### src/rtl/mc_pkg.sv
// Shared types and constants for the multicycle MIPS control FSM.
// Holds the state encoding, the opcode/funct constants decoded by the
// controller, and the 3-bit ALU operation codes driven onto alucontrol.
package mc_pkg;

    typedef enum logic [3:0] {
        FETCH   = 4'd0,
        DECODE  = 4'd1,
        MEMADR  = 4'd2,
        MEMRD   = 4'd3,
        MEMWB   = 4'd4,
        MEMWR   = 4'd5,
        RTYPEEX = 4'd6,
        ALUWB   = 4'd7,
        BEQEX   = 4'd8,
        ADDIEX  = 4'd9,
        ADDIWB  = 4'd10,
        JEX     = 4'd11,
        JALEX   = 4'd12,
        JREX    = 4'd13
    } state_t;

    // Opcodes (instr[31:26])
    localparam logic [5:0] OP_RTYPE = 6'b000000;
    localparam logic [5:0] OP_LW    = 6'b100011;
    localparam logic [5:0] OP_SW    = 6'b101011;
    localparam logic [5:0] OP_BEQ   = 6'b000100;
    localparam logic [5:0] OP_ADDI  = 6'b001000;
    localparam logic [5:0] OP_J     = 6'b000010;
    localparam logic [5:0] OP_JAL   = 6'b000011;

    // R-type funct codes (instr[5:0])
    localparam logic [5:0] F_ADD = 6'b100000;
    localparam logic [5:0] F_SUB = 6'b100010;
    localparam logic [5:0] F_AND = 6'b100100;
    localparam logic [5:0] F_OR  = 6'b100101;
    localparam logic [5:0] F_SLT = 6'b101010;
    localparam logic [5:0] F_JR  = 6'b001000;

    // ALU operation codes
    localparam logic [2:0] ALU_ADD = 3'b010;
    localparam logic [2:0] ALU_SUB = 3'b110;
    localparam logic [2:0] ALU_AND = 3'b000;
    localparam logic [2:0] ALU_OR  = 3'b001;
    localparam logic [2:0] ALU_SLT = 3'b111;

endpackage

### src/rtl/mc_aludec.sv
// R-type ALU decoder: maps funct to an ALU operation and flags whether the
// funct is one of the supported arithmetic/logic ops (jr is handled apart).
// Ports: funct in; alucontrol out (add when not legal); legal out.
module mc_aludec
    import mc_pkg::*;
(
    input  logic [5:0] funct,
    output logic [2:0] alucontrol,
    output logic       legal
);

    always_comb begin
        alucontrol = ALU_ADD;
        legal      = 1'b1;
        case (funct)
            F_ADD:   alucontrol = ALU_ADD;
            F_SUB:   alucontrol = ALU_SUB;
            F_AND:   alucontrol = ALU_AND;
            F_OR:    alucontrol = ALU_OR;
            F_SLT:   alucontrol = ALU_SLT;
            default: legal      = 1'b0;
        endcase
    end

endmodule

### src/rtl/mc_controller.sv
// Multicycle MIPS control FSM: fetch/decode/execute sequencing of a shared
// memory datapath with a mem_ready handshake and a bounded wait timeout.
// Ports: clk, reset (async, active-high); op/funct/zero/mem_ready in;
// datapath mux selects, write enables and instr_done/illegal/mem_err pulses out.
module mc_controller
    import mc_pkg::*;
#(
    parameter int MEM_TIMEOUT = 255,
    parameter int TO_W        = 8
) (
    input  logic       clk,
    input  logic       reset,
    input  logic [5:0] op,
    input  logic [5:0] funct,
    input  logic       zero,
    input  logic       mem_ready,
    output logic       pcen,
    output logic       iord,
    output logic       memwrite,
    output logic       irwrite,
    output logic       regwrite,
    output logic [1:0] regdst,
    output logic [1:0] memtoreg,
    output logic       alusrca,
    output logic [1:0] alusrcb,
    output logic [1:0] pcsrc,
    output logic [2:0] alucontrol,
    output logic       instr_done,
    output logic       illegal,
    output logic       mem_err
);

    state_t          state, state_next;
    logic [TO_W-1:0] cnt, cnt_next;
    logic [2:0]      dec_alu;
    logic            dec_legal;
    logic            mem_wait;
    logic            timeout;

    mc_aludec u_aludec (
        .funct      (funct),
        .alucontrol (dec_alu),
        .legal      (dec_legal)
    );

    // Only the three memory-access states wait on mem_ready.
    assign mem_wait = ((state == FETCH) || (state == MEMRD) || (state == MEMWR)) && !mem_ready;
    // mem_ready on the limit cycle wins because mem_wait is then false.
    assign timeout  = (MEM_TIMEOUT != 0) && mem_wait && (cnt == TO_W'(MEM_TIMEOUT));

    always_ff @(posedge clk or posedge reset) begin
        if (reset) begin
            state <= FETCH;
            cnt   <= '0;
        end else begin
            state <= state_next;
            cnt   <= cnt_next;
        end
    end

    // Count only consecutive wait cycles in the same state; an abort clears it
    // even when it lands back in FETCH.
    always_comb begin
        cnt_next = '0;
        if (mem_wait && !timeout && (state_next == state))
            cnt_next = cnt + TO_W'(1);
    end

    always_comb begin
        state_next = state;
        pcen       = 1'b0;
        iord       = 1'b0;
        memwrite   = 1'b0;
        irwrite    = 1'b0;
        regwrite   = 1'b0;
        regdst     = 2'b00;
        memtoreg   = 2'b00;
        alusrca    = 1'b0;
        alusrcb    = 2'b00;
        pcsrc      = 2'b00;
        alucontrol = ALU_ADD;
        instr_done = 1'b0;
        illegal    = 1'b0;
        mem_err    = 1'b0;

        case (state)
            FETCH: begin
                alusrcb = 2'b01;
                irwrite = mem_ready;
                pcen    = mem_ready;
                if (mem_ready) begin
                    state_next = DECODE;
                end else if (timeout) begin
                    mem_err    = 1'b1;
                    state_next = FETCH;
                end
            end
            DECODE: begin
                // Branch target is precomputed into ALUOut here.
                alusrcb = 2'b11;
                case (op)
                    OP_LW, OP_SW: state_next = MEMADR;
                    OP_RTYPE: begin
                        if (funct == F_JR)
                            state_next = JREX;
                        else if (dec_legal)
                            state_next = RTYPEEX;
                        else begin
                            illegal    = 1'b1;
                            state_next = FETCH;
                        end
                    end
                    OP_BEQ:  state_next = BEQEX;
                    OP_ADDI: state_next = ADDIEX;
                    OP_J:    state_next = JEX;
                    OP_JAL:  state_next = JALEX;
                    default: begin
                        illegal    = 1'b1;
                        state_next = FETCH;
                    end
                endcase
            end
            MEMADR: begin
                alusrca    = 1'b1;
                alusrcb    = 2'b10;
                state_next = (op == OP_SW) ? MEMWR : MEMRD;
            end
            MEMRD: begin
                iord = 1'b1;
                if (mem_ready) begin
                    state_next = MEMWB;
                end else if (timeout) begin
                    mem_err    = 1'b1;
                    state_next = FETCH;
                end
            end
            MEMWB: begin
                memtoreg   = 2'b01;
                regwrite   = 1'b1;
                instr_done = 1'b1;
                state_next = FETCH;
            end
            MEMWR: begin
                iord     = 1'b1;
                memwrite = 1'b1;
                if (mem_ready) begin
                    instr_done = 1'b1;
                    state_next = FETCH;
                end else if (timeout) begin
                    mem_err    = 1'b1;
                    state_next = FETCH;
                end
            end
            RTYPEEX: begin
                alusrca    = 1'b1;
                alucontrol = dec_alu;
                state_next = ALUWB;
            end
            ALUWB: begin
                regdst     = 2'b01;
                regwrite   = 1'b1;
                instr_done = 1'b1;
                state_next = FETCH;
            end
            BEQEX: begin
                alusrca    = 1'b1;
                alucontrol = ALU_SUB;
                pcsrc      = 2'b01;
                pcen       = zero;
                instr_done = 1'b1;
                state_next = FETCH;
            end
            ADDIEX: begin
                alusrca    = 1'b1;
                alusrcb    = 2'b10;
                state_next = ADDIWB;
            end
            ADDIWB: begin
                regwrite   = 1'b1;
                instr_done = 1'b1;
                state_next = FETCH;
            end
            JEX: begin
                pcsrc      = 2'b10;
                pcen       = 1'b1;
                instr_done = 1'b1;
                state_next = FETCH;
            end
            JALEX: begin
                // PC already holds old PC+4, which becomes the link value.
                pcsrc      = 2'b10;
                pcen       = 1'b1;
                regdst     = 2'b10;
                memtoreg   = 2'b10;
                regwrite   = 1'b1;
                instr_done = 1'b1;
                state_next = FETCH;
            end
            JREX: begin
                pcsrc      = 2'b11;
                pcen       = 1'b1;
                instr_done = 1'b1;
                state_next = FETCH;
            end
            default: state_next = FETCH;
        endcase

        // Strobes are forced low for as long as reset is held.
        if (reset) begin
            pcen       = 1'b0;
            irwrite    = 1'b0;
            memwrite   = 1'b0;
            regwrite   = 1'b0;
            instr_done = 1'b0;
            illegal    = 1'b0;
            mem_err    = 1'b0;
        end
    end

endmodule

### config.mk
export PLATFORM = sky130hd
export DESIGN_NAME = mc_controller
export DESIGN_NICKNAME = d
export VERILOG_FILES = /design/src/rtl/mc_pkg.sv /design/src/rtl/mc_aludec.sv /design/src/rtl/mc_controller.sv
export SDC_FILE = /design/constraint.sdc
export NUM_CORES = 1
export LEC_CHECK = 0
export ABC_AREA = 1
export CAP_MARGIN = 20
export CORE_MARGIN = 4
export CORE_UTILIZATION = 30
export CTS_CLUSTER_SIZE = 25
export DETAILED_ROUTE_END_ITERATION = 16
export REMOVE_ABC_BUFFERS = 1
export SLEW_MARGIN = 20
export SYNTH_ARGS = -nofsm -noshare
export SYNTH_HDL_FRONTEND = slang
export SYNTH_SLANG_ARGS = --single-unit
### constraint.sdc
create_clock -name clk -period 1.68 [get_ports clk]
set_input_delay 0.336 -clock clk [delete_from_list [all_inputs] [get_ports clk]]
set_output_delay 0.336 -clock clk [all_outputs]
set_load 0.02 [all_outputs]
==> impl_metrics.toml <==
[status]
status = "complete, but fails checks"
failed_checks = "setup timing"

[timing]
min_period_ns = 1.986
slew_viol_final = 0
tightest_slew_ns = 0.4652
max_freq_mhz = 503.6
skew_ns = 0.007523
timing.final.crit_share_pct = 118.2
hold_ws_ns = 0.5236
setup_violations = 19
setup_slack_ns = -0.3059
final_hold_viol_count = 0
rsz0062_at_grt = "yes"
slew-limit-headroom_pct = 68.95

[worst_setup_path]
slowest_stage = "dfrtp_2"
endpoint_kind = "output pin"
crit_family = "simple AND/OR/NAND/NOR gates"
path_cells = "buf_4, nor2_4, nand2_2, or3_1, buf_6"
required_ns = 1.34
worstSetupPathType = "reg2out"
crit_buf_inv = 2
critPathMaxFanout = 4
r2r_end = "state[1]"
rr_worst_depth = 12
r2r-start = "state[2]"
cp-start-kind = "flip-flop"
r2r_slack_ns = 0.02
worstPathArrival_ns = 1.65
cpPeakStageDelay_ns = 0.45

[drt]
routed_wl_um = 4523
wire_per_inst_um = 13.15
drc = 0
ant_nets = 0
wl_met2_um = 2290
firstDrtPassIters = 4
dr.first_iter.drc_count = 78
top_layer = "met4"
num_vias = 1633
route.met3.wl_um = 221
vias_per_cell = 4.747
wl_met1_um = 1983

[min_path]
holdPathEnd = "cnt[0]"
hp-start = "cnt[0]"
hold-path-cell-count = 2
holdCritPathClass = "reg2reg"

[grt]
grt_pass1_vias = 1380
grt_usage_pct = 15.94
overflow = 0
grt_max_degree = 13
grt_pass1_wl_um = 5851
antenna_found_initial = 0

[cells_and_area]
syn_to_final_growth_pct = 115.7
register_area_um2 = 304.0
antenna_cells = 0
drive_gt1_share_pct = 59.40
nets = 316
multiInputGateArea_um2 = 832.0
nFillCells = 275
final_common_cell = "buf_4"
mostFrequentLayoutCells = "buf_4 (88), nor2_1 (23), nand2_1 (21)"

[yosys]
synth_compound_area_share_pct = 10.25
synth.mux.area_fraction_pct = 0
synth_simple_gate_area_share_pct = 45.44
synth_xor_area_share_pct = 3.189
synth_top_family_by_area = "simple AND/OR/NAND/NOR gates"
syn_inst = 176
synthDistinctLibCells = 26
synth_fa_ha_area_share_pct = 1.139
syn_area_mm2 = 0.001099
synth_seq_cells = 12
seq_area_frac_synth_pct = 27.33
avgSynthCellArea_um2 = 6.242
ys_warn_count = 0

[clock_network]
clk_pin_slew_ns = 0.05
clk_path_buf_depth = 2
root_buffer = "clkbuf_8"
cts_tree = "yes"
clkLatencyLatePin_ns = 0.24
cts_max_level = 1
numCtsBuffers = 3
cts.sinks = 12

[placement]
dpl.hpwl_um = 2609
place_congestion = 0.8173
io_buffers = 35

[die]
io_pins = 36
chipWidth_um = 68.52
start_util_pct = 31.92
die_area_mm2 = 0.004694
rows = 21
die_h_um = 68.52
core_mm2 = 0.003442

[power_and_ir_drop]
power_density_mw_per_mm2 = 997.3
leakage_nw = 1.246
irDropWorstVdd_uv = 444.0
power_mw = 2.363

[job]
drv_cap = 0
worst min-delay path, delay by kind of cell (launching register included):
kind	cells	cell delay [ns]
flops	1	0.34
simple gates	1	0.03
buf+inv	1	0.11
through the flow:
step	utilization (%)	cells	setup WS [ns]	cell area, µm²	setup TNS, ns
floorplan	-	174	-0.3420	1087	-0.8821
CTS	61.07	327	-0.1812	2102	-1.536
finish	68.85	344	-0.3059	2370	-3.185
global placement	55.43	310	-0.7682	1908	-8.343
global route	68.85	344	-0.3461	2370	-4.412
detailed placement	55.43	310	-0.7865	1908	-8.558
cell usage after synthesis, drive strengths merged:
cell type / instances / area [µm²]
a21oi: 8 / 40.04
inv: 34 / 127.6
nor3b: 2 / 25.02
nand3: 18 / 115.1
o211ai: 1 / 7.510
xnor2: 1 / 8.760
or3: 1 / 6.260
ha: 1 / 12.51
buf: 1 / 7.510
a31oi: 2 / 12.51
nand2: 33 / 131.4
nand4: 5 / 37.53
nor2: 43 / 176.4
clkbuf: 1 / 3.750
o21ai: 7 / 38.79
o21bai: 1 / 7.510
dfrtp: 12 / 300.3
nand3b: 1 / 7.510
xor2: 3 / 26.28
o22ai: 1 / 6.260
worst max-delay path by stage:
| stage | start | endpoint | slack [ns] | cells past startpoint |
|---|---|---|---|---|
| after floorplan | state[1] | regwrite | -0.34 | 5 |
| after global placement | op[2] | illegal | -0.77 | 10 |
| after detailed placement | op[2] | illegal | -0.79 | 10 |
| after CTS | state[2] | alucontrol[1] | -0.18 | 5 |
| after global routing | state[2] | alucontrol[1] | -0.35 | 6 |
| final | state[3] | alucontrol[1] | -0.31 | 5 |
power breakdown:
group	switching (mW)	total, mW	internal, mW	leakage [nW]
Combinational	0.812	1.64	0.823	1.06
Sequential	0.0716	0.412	0.340	0.159
Clock	0.109	0.316	0.207	0.0288
sequential cells by signal, indices dropped and copies added, names as in the netlist:
register	cells
cnt	8
state	4
area by class of cell:
class	instances	share of cell area, %
Timing Repair Buffer	120	41.71
Multi-Input combinational cell	128	35.11
Sequential cell	12	12.83
Inverter	34	5.597
Tap cell	46	2.429
Clock buffer	4	2.323
repair_timing:
action,4_1_cts,5_1_grt
pin swaps,14,23
gates resized for setup,141,58
endpoints found under the hold margin,0,0
setup endpoints to repair,20,22
setup buffers,13,18
hold buffers,0,0
routing by layer:
| layer | vias up | global-route usage [%] |
|---|---|---|
| met2 | 56 | 28.13 |
| met3 | 4 | 0.9724 |
| met5 | - | 0 |
| li1 | 801 | - |
| met4 | 0 | 2.978 |
| met1 | 772 | 21.41 |
kinds of logic after synthesis:
logic type | after synthesis
buf+inv | 36
simple gates | 103
xor+xnor | 4
flops | 12
compound gates | 20
fa+ha+maj | 1
No activity file was read; power rests on OpenSTA's default activity.
